===== src/rtl/sr_flag_arbiter.sv =====
// sr_flag_arbiter: round-robin arbiter that applies SR commands to a shared T-flip-flop flag bank
//   clk, rst_n           clock, asynchronous active-low reset
//   req_valid/set/clr    per-requester command valid, S bit, R bit
//   req_idx              per-requester flag index, slice i at [i*IDXW +: IDXW]
//   gnt                  one-hot grant (combinational), transfer on req_valid[i] & gnt[i]
//   flags                flag bank Q
//   done_vld/src/chg     one-cycle pulse when a command is applied, its source, whether it toggled
//   err, err_clr         sticky error (bad index or set&clr), synchronous clear
//   SR_FLAG_TOGGLE_EN    when defined, set&clr toggles the flag (JK-style) instead of flagging an error
module sr_flag_arbiter #(
    parameter int NREQ  = 4,
    parameter int NFLAG = 8
) (
    input  logic                              clk,
    input  logic                              rst_n,
    input  logic [NREQ-1:0]                   req_valid,
    input  logic [NREQ-1:0]                   req_set,
    input  logic [NREQ-1:0]                   req_clr,
    input  logic [NREQ*$clog2(NFLAG)-1:0]     req_idx,
    output logic [NREQ-1:0]                   gnt,
    output logic [NFLAG-1:0]                  flags,
    output logic                              done_vld,
    output logic [$clog2(NREQ)-1:0]           done_src,
    output logic                              done_chg,
    output logic                              err,
    input  logic                              err_clr
);
    localparam int IDXW = $clog2(NFLAG);
    localparam int SRCW = $clog2(NREQ);

    logic [SRCW-1:0]  rr_ptr_q, rr_ptr_d, win, cand;
    logic             any;
    logic             op_vld_q, op_vld_d, op_set_q, op_set_d, op_clr_q, op_clr_d;
    logic [IDXW-1:0]  op_idx_q, op_idx_d;
    logic [SRCW-1:0]  op_src_q, op_src_d;
    logic [NFLAG-1:0] flags_q, flags_d;
    logic             done_vld_q, done_vld_d, done_chg_q, done_chg_d, err_q, err_d;
    logic [SRCW-1:0]  done_src_q, done_src_d;
    logic             in_rng, q_bit, t_bit, sr_bad, new_err;

    // first valid requester scanning upward from rr_ptr, wrapping at NREQ
    always_comb begin
        any  = 1'b0;
        win  = '0;
        cand = '0;
        for (int k = 0; k < NREQ; k++) begin
            cand = SRCW'((int'(rr_ptr_q) + k) % NREQ);
            if (!any && req_valid[cand]) begin
                any = 1'b1;
                win = cand;
            end
        end
        gnt      = any ? NREQ'(1) << win : '0;
        rr_ptr_d = any ? ((int'(win) == NREQ - 1) ? '0 : win + 1'b1) : rr_ptr_q;
        op_vld_d = any;
        op_set_d = req_set[win];
        op_clr_d = req_clr[win];
        op_idx_d = req_idx[int'(win)*IDXW +: IDXW];
        op_src_d = win;
    end

    // SR-to-T conversion on the staged command; Q is read from the live bank so
    // back-to-back commands on one flag see the previous result
    always_comb begin
        in_rng = int'(op_idx_q) < NFLAG;
        q_bit  = in_rng ? flags_q[op_idx_q] : 1'b0;
`ifdef SR_FLAG_TOGGLE_EN
        t_bit  = (op_set_q & op_clr_q) ? 1'b1 : op_set_q ? ~q_bit : op_clr_q ? q_bit : 1'b0;
        sr_bad = 1'b0;
`else
        t_bit  = (op_set_q & ~op_clr_q) ? ~q_bit : (op_clr_q & ~op_set_q) ? q_bit : 1'b0;
        sr_bad = op_set_q & op_clr_q;
`endif
        t_bit      = t_bit & in_rng & op_vld_q;
        new_err    = op_vld_q & (~in_rng | sr_bad);
        flags_d    = flags_q ^ (NFLAG'(t_bit) << op_idx_q);
        done_vld_d = op_vld_q;
        done_src_d = op_vld_q ? op_src_q : done_src_q;
        done_chg_d = t_bit;
        // a new error outranks a simultaneous clear
        err_d      = new_err ? 1'b1 : err_clr ? 1'b0 : err_q;
    end

    always_ff @(posedge clk or negedge rst_n) begin
        if (!rst_n) begin
            rr_ptr_q   <= '0;
            op_vld_q   <= 1'b0;
            op_set_q   <= 1'b0;
            op_clr_q   <= 1'b0;
            op_idx_q   <= '0;
            op_src_q   <= '0;
            flags_q    <= '0;
            done_vld_q <= 1'b0;
            done_src_q <= '0;
            done_chg_q <= 1'b0;
            err_q      <= 1'b0;
        end else begin
            rr_ptr_q   <= rr_ptr_d;
            op_vld_q   <= op_vld_d;
            op_set_q   <= op_set_d;
            op_clr_q   <= op_clr_d;
            op_idx_q   <= op_idx_d;
            op_src_q   <= op_src_d;
            flags_q    <= flags_d;
            done_vld_q <= done_vld_d;
            done_src_q <= done_src_d;
            done_chg_q <= done_chg_d;
            err_q      <= err_d;
        end
    end

    assign flags    = flags_q;
    assign done_vld = done_vld_q;
    assign done_src = done_src_q;
    assign done_chg = done_chg_q;
    assign err      = err_q;
endmodule


===== config.mk =====
export PLATFORM = sky130hd
export DESIGN_NAME = sr_flag_arbiter
export DESIGN_NICKNAME = d
export VERILOG_FILES = /design/src/rtl/sr_flag_arbiter.sv
export SDC_FILE = /design/constraint.sdc
export NUM_CORES = 1
export LEC_CHECK = 0
export ABC_AREA = 1
export CAP_MARGIN = 30
export CORE_MARGIN = 3
export CORE_UTILIZATION = 40
export CTS_BUF_LIST = sky130_fd_sc_hd__clkbuf_4
export DETAILED_ROUTE_END_ITERATION = 8
export PLACE_DENSITY_LB_ADDON = 0.08
export RECOVER_POWER = 50
export SLEW_MARGIN = 20
export SYNTH_ARGS = -nofsm -noshare
export SYNTH_HDL_FRONTEND = slang
export SYNTH_SLANG_ARGS = --single-unit
export TNS_END_PERCENT = 5

===== constraint.sdc =====
create_clock -name clk -period 2.3 [get_ports clk]
set_input_delay 0.575 -clock clk [delete_from_list [all_inputs] [get_ports clk]]
set_output_delay 0.575 -clock clk [all_outputs]
set_load 0.1 [all_outputs]

---- Yosys cells after proc, flatten, opt, wreduce, memory -nomap -nowiden ----
Index checks and enable logic that the tools add are counted.
word-level totals
  register bits after elaboration ......... 23
  latch bits .............................. 0
  memory bits (writable) .................. 0
  ROM bits ................................ 0
  bits of input ports ..................... 27
  output and inout port bits .............. 17
  logic and storage cells ................. 70
  memories ................................ 0
cells by class
  add/sub/neg operators ................... 4
  $mul .................................... 1
  divide/modulo/power cells ............... 0
  order comparisons ....................... 6
  equality and inequality tests ........... 1
  shifts and indexed selects .............. 3
  mux-type cells .......................... 28
  bitwise gates (word level) .............. 9
  reduce and logical (&&, ||, !) cells .... 7
operators by type and width
  operator               count
  $lt A2 B3 Y1 const B   5
  $mux W1                15
  $bmux W1 S2            6
  $shiftx A12 B5 Y3      1
  $mux W2                5
  $shl A1 B3 Y8          1
  $xor A8 B8 Y8          1
  $and A1 B1 Y1          5
  $add A2 B1 Y2 const B  2
  $add A2 B2 Y2 const B  2
  $lt A3 B4 Y1 const B   1
  $mul A2 B2 Y4 const B  1
  $mux W4                1
  $shl A1 B2 Y4 const A  1
  $bmux W1 S3            1
  $logic_and A1 B1 Y1    3
  $logic_not A1 Y1       3
  $not A1 Y1             3
  $eq A2 B1 Y1 const B   1
  $reduce_bool A2 Y1     1

---- Logic depth before layout (Yosys ltp) ----
Gate-level depths: netlist of the first run.
  depth after elaboration ................. 14
  gate-level depth with buffers ........... 15
  mapped depth without buffers ............ 14

---- Worst setup path before layout of the first run ----
Ideal clock, no wire load.
  path kind ............................... input to output
  from .................................... in req_valid[3]
  to ...................................... out gnt[0]
  arrival time ............................ 2.258 ns
  required time ........................... 1.725 ns
  path slack .............................. -0.533 ns
  stages on the path ...................... 13
  buffers on the path ..................... 1
  cells stage by stage .................... inv_1 nand2_2 nand3_2 nand2_2 nor2_8 nand3b_4 nand2_4 nand2_4 buf_6 inv_1 ha_1 nand2_1 inv_1
between the ends
  elaborated cells on any way between the ends .. 24
  classes of those cells .................. shift: 1; mux: 17; reduce/logical: 6
RTL lines
  item                           RTL line  RTL
  start: declaration             16        input logic [NREQ-1:0] req_valid,
  $bmux W1 S2                    48        if (!any && req_valid[cand]) begin
  $mux W1 (not written as such)  48
  $mux W1                        48
  $logic_not A1 Y1               48
  $logic_and A1 B1 Y1            48
  $mux W1                        48
  $logic_not A1 Y1               48
  $logic_and A1 B1 Y1            48
  $mux W1                        48
  $logic_not A1 Y1               48
  $logic_and A1 B1 Y1            48
  $mux W1 *                      48
  net any                        32        logic any;
  $mux W4 *                      53        gnt = any ? NREQ'(1) << win : '0;
  end: declaration               20        output logic [NREQ-1:0] gnt,
The timed path passes the listed nets; every way through them passes the cells marked *. The select of a mux whose other input is x is not followed.

---- Worst setup path in the final report of the first run ----
  from .................................... reg rr_ptr_q[0]
  to ...................................... out gnt[3]
between the ends
  cells in the longest elaborated chain, start to end .. 14
  elaborated cells on any way between the ends .. 27
  classes of those cells .................. add/sub: 3; shift: 1; mux: 17; reduce/logical: 6
RTL lines
  item                                                    RTL line  RTL
  start: declaration                                      31        logic [SRCW-1:0] rr_ptr_q, rr_ptr_d, win, cand;
  start signal: assignment                                98        rr_ptr_q <= rr_ptr_d;
  branches (longest 11 deep; another with $add A2 B1 Y2)  n/a
  $mux W2 *                                               48
  net op_src_d[1]                                         35        logic [SRCW-1:0] op_src_q, op_src_d;
  $shl A1 B2 Y4 *                                         53
  $mux W4 *                                               53
Mark *: on every way through the listed nets, which the timed path passes. The select of a mux whose other input is x is not followed.

==> qor.yml, run 1 <==
sta:
  setup_viol: 4
  worst_pin_slew_ns: 1.175
  fmax_ghz: 0.3653
  rsz0062_at_grt: "true"
  setup_ws_ns: -0.4373
  relSlewSlack: 0.2169
  final_hold_viol_count: 0
  finClkSkew_ns: 0.005223
  min_period_over_period: 1.190
  maxSlewViolCount: 0
  period_minus_slack_ns: 2.737
routing:
  remaining_drc_errors: 0
  ant_nets: 0
  vias: 1574
  avgViaCountPerCell: 4.602
  post_drt_wl_per_cell_um: 10.35
  drtPass1Iterations: 4
  routed_wirelength_um: 3540
  dr.first_iter.drc_count: 83
synthesis:
  yosys.area.top_type: "dfrtp_1"
  ys_types: 22
  synth_seq_area_share: 0.3498
  synthesis.area_um2: 1645
  ys_seq_elements: 23
  synthCells: 233
  yosys_warnings: 0
  synth.top_cell.area_share: 0.3498
  avgSynthCellArea_um2: 7.061
  ys_top_cells_by_area: "dfrtp_1, nand2_1, inv_1"
  syn_nets: 264
clock_tree:
  cts_buffers: 3
  clock_path_buffers: 2
  h-tree-depth: 1
  clk_pin_slew_ns: 0.13
  insertion_delay_ns: 0.32
  clockRootBuffer: "clkbuf_4"
  cts_tree: "built"
  cts_hold_buf: 0
  clkSinkCount: 23
critical_path:
  slowest_stage: "dfrtp_2"
  endpoint_kind: "primary output"
  crit_required_ns: 1.73
  worstPathMaxFanout: 7
  startpoint: "rr_ptr_q[0]$_DFFE_PN0P_"
  path_buf_inv: 4
  cp.arrival_ns: 2.16
  worstSetupPathType: "register to primary output"
  crit_chain: "buf_6, nand2_2, nand2_2, nand2_2, nand2_4, nor2_8, nand4_1, nand2_4, inv_4, ha_4, nand2_4, clkinvlp_4, buf_12"
  rrSetupSlack_ns: 0.32
  start_kind: "register"
  slowest_delay_ns: 0.47
  r2r_start: "rr_ptr_q[0]$_DFFE_PN0P_"
  cpLargestDelayFamily: "simple AND/OR/NAND/NOR gates"
job:
  max_cap_viol_count: 0
global_route:
  gr-total-overflow: 0
  grt_usage: 0.1554
  antenna_found_initial: 0
  grt_max_degree: 24
  grt_pass1_vias: 1563
  grt_pass1_wl_um: 6430
worst_hold_path:
  hp-class: "register to register"
  hold_start: "op_src_q[0]$_DFF_PN0_"
floorplanning:
  dieArea_um2: 4919
  ios: 44
  die_w_um: 70.14
  core_region_area_um2: 3799
  core.rowCount: 22
  initial_utilization: 0.4331
  chipHeight_um: 70.14
finish:
  fin_util: 0.6499
  nNetsFinal: 326
  areaGrowthSynthToFinish_pct: 50.04
  drive_gt1_frac: 0.3571
  multi_input_area_um2: 1010
  antenna_cells: 0
  seq_area_um2: 576.8
  num-fill-cells: 351
placement:
  port_buffers: 43
  place_congestion: 0.8201
  dp.final_hpwl_um: 2773
outcome:
  violations: "negative setup slack"
  outcome: "finished with violations"
## flip-flops by register name, indices dropped and copies added, names as in the netlist
register    cells
op_set_q        1
done_vld_d      1
done_chg        1
done_vld        1
flags           8
rr_ptr_q        2
op_idx_q        3
err             1
op_src_q        2
done_src        2
op_clr_q        1
## synth_stat cells
master	number
nor2_2	1
nand3b_1	5
nand3_2	2
nand2_1	73
o21ai_1	1
nand2_2	11
nor2_1	6
ha_1	4
o21ai_0	2
clkinv_1	2
inv_1	38
buf_6	3
inv_2	5
clkbuf_1	1
buf_2	3
nand3b_4	1
nand2_4	4
nand3_1	28
nand4_1	17
dfrtp_1	23
nor2_8	1
mux2_2	2
## layout by cell type (no fill, tap or decap), drive strengths merged
cell type / instances
clkinvlp: 5
clkbuf: 4
o21ai: 3
clkdlybuf4s50: 20
dlygate4sd3: 2
nand2: 88
nand3b: 6
nand4: 17
mux2: 2
dfrtp: 23
ha: 4
inv: 38
nor2: 8
clkinv: 3
buf: 37
nand3: 30
dlygate4sd2: 4
## path summary, 6_finish.rpt
kind                       depth (start not counted)                      end
setup reg to reg                                  15       op_clr_q$_DFF_PN0_
setup / recovery                                  13                   gnt[3]
hold reg to reg                                    1  done_src[0]$_DFFE_PN0P_
min in group asynchronous                          2          err$_DFFE_PN0P_
max in group asynchronous                          2  rr_ptr_q[0]$_DFFE_PN0P_
hold / removal                                     1  done_src[0]$_DFFE_PN0P_
## stage by stage
step           instances  hold slack, ns  setup slack, ns  area [µm²]  setup TNS [ns]
2_1_floorplan        233          0.2794          -0.2892        1787          -1.154
3_3_place_gp         333          0.4569          -0.6728        2344          -3.122
3_5_place_dp         333          0.4636          -0.6804        2344          -3.276
4_1_cts              340          0.5019          -0.4595        2432          -1.772
5_1_grt              342          0.5291          -0.5692        2469          -2.185
6_report             342          0.4948          -0.4373        2469          -1.667
## logic make-up (layout without fill, tap and decap cells)
logic type | Yosys count | in the layout | share of synthesized area
fa+ha+maj | 4 | 4 | 0.03042
compound gates | 3 | 3 | 0.009123
flops | 23 | 23 | 0.3498
mux | 2 | 2 | 0.01369
buf+inv | 52 | 113 | 0.1346
simple gates | 149 | 149 | 0.4624
## routing by layer
metal / wire (µm) / track usage
met3: 190 / 0.03597
met2: 1603 / 0.2571
met5: 0 / 0
met4: 44 / 0.05106
met1: 1701 / 0.1989
## what timing repair did
action                     CTS  global route
buffers inserted             3             2
pin swaps                   11             7
hold endpoints to repair     0             0
setup endpoints to repair    4             4
resized for setup           14             8
## layout make-up
class                           instances  share of cell area
Sequential cell                        23              0.2337
Multi-Input combinational cell        158              0.4090
Clock buffer                            3            0.009123
Timing Repair Buffer                   64              0.2392
Inverter                               45             0.08160
Clock inverter                          1            0.003041
Tap cell                               48             0.02433
Power of run 1 is left out: the tool's default activity adds up to more than one toggle a clock period on the data nets, which glitch-free logic cannot reach.
==> inputs of run 2 (changes only) <==
- CTS_CLUSTER_DIAMETER: unset -> 50
==> results of run 2 <==
The final DEF is identical to that of run 1; final timing and power are the same.
Power of run 2 is left out for the same reason.
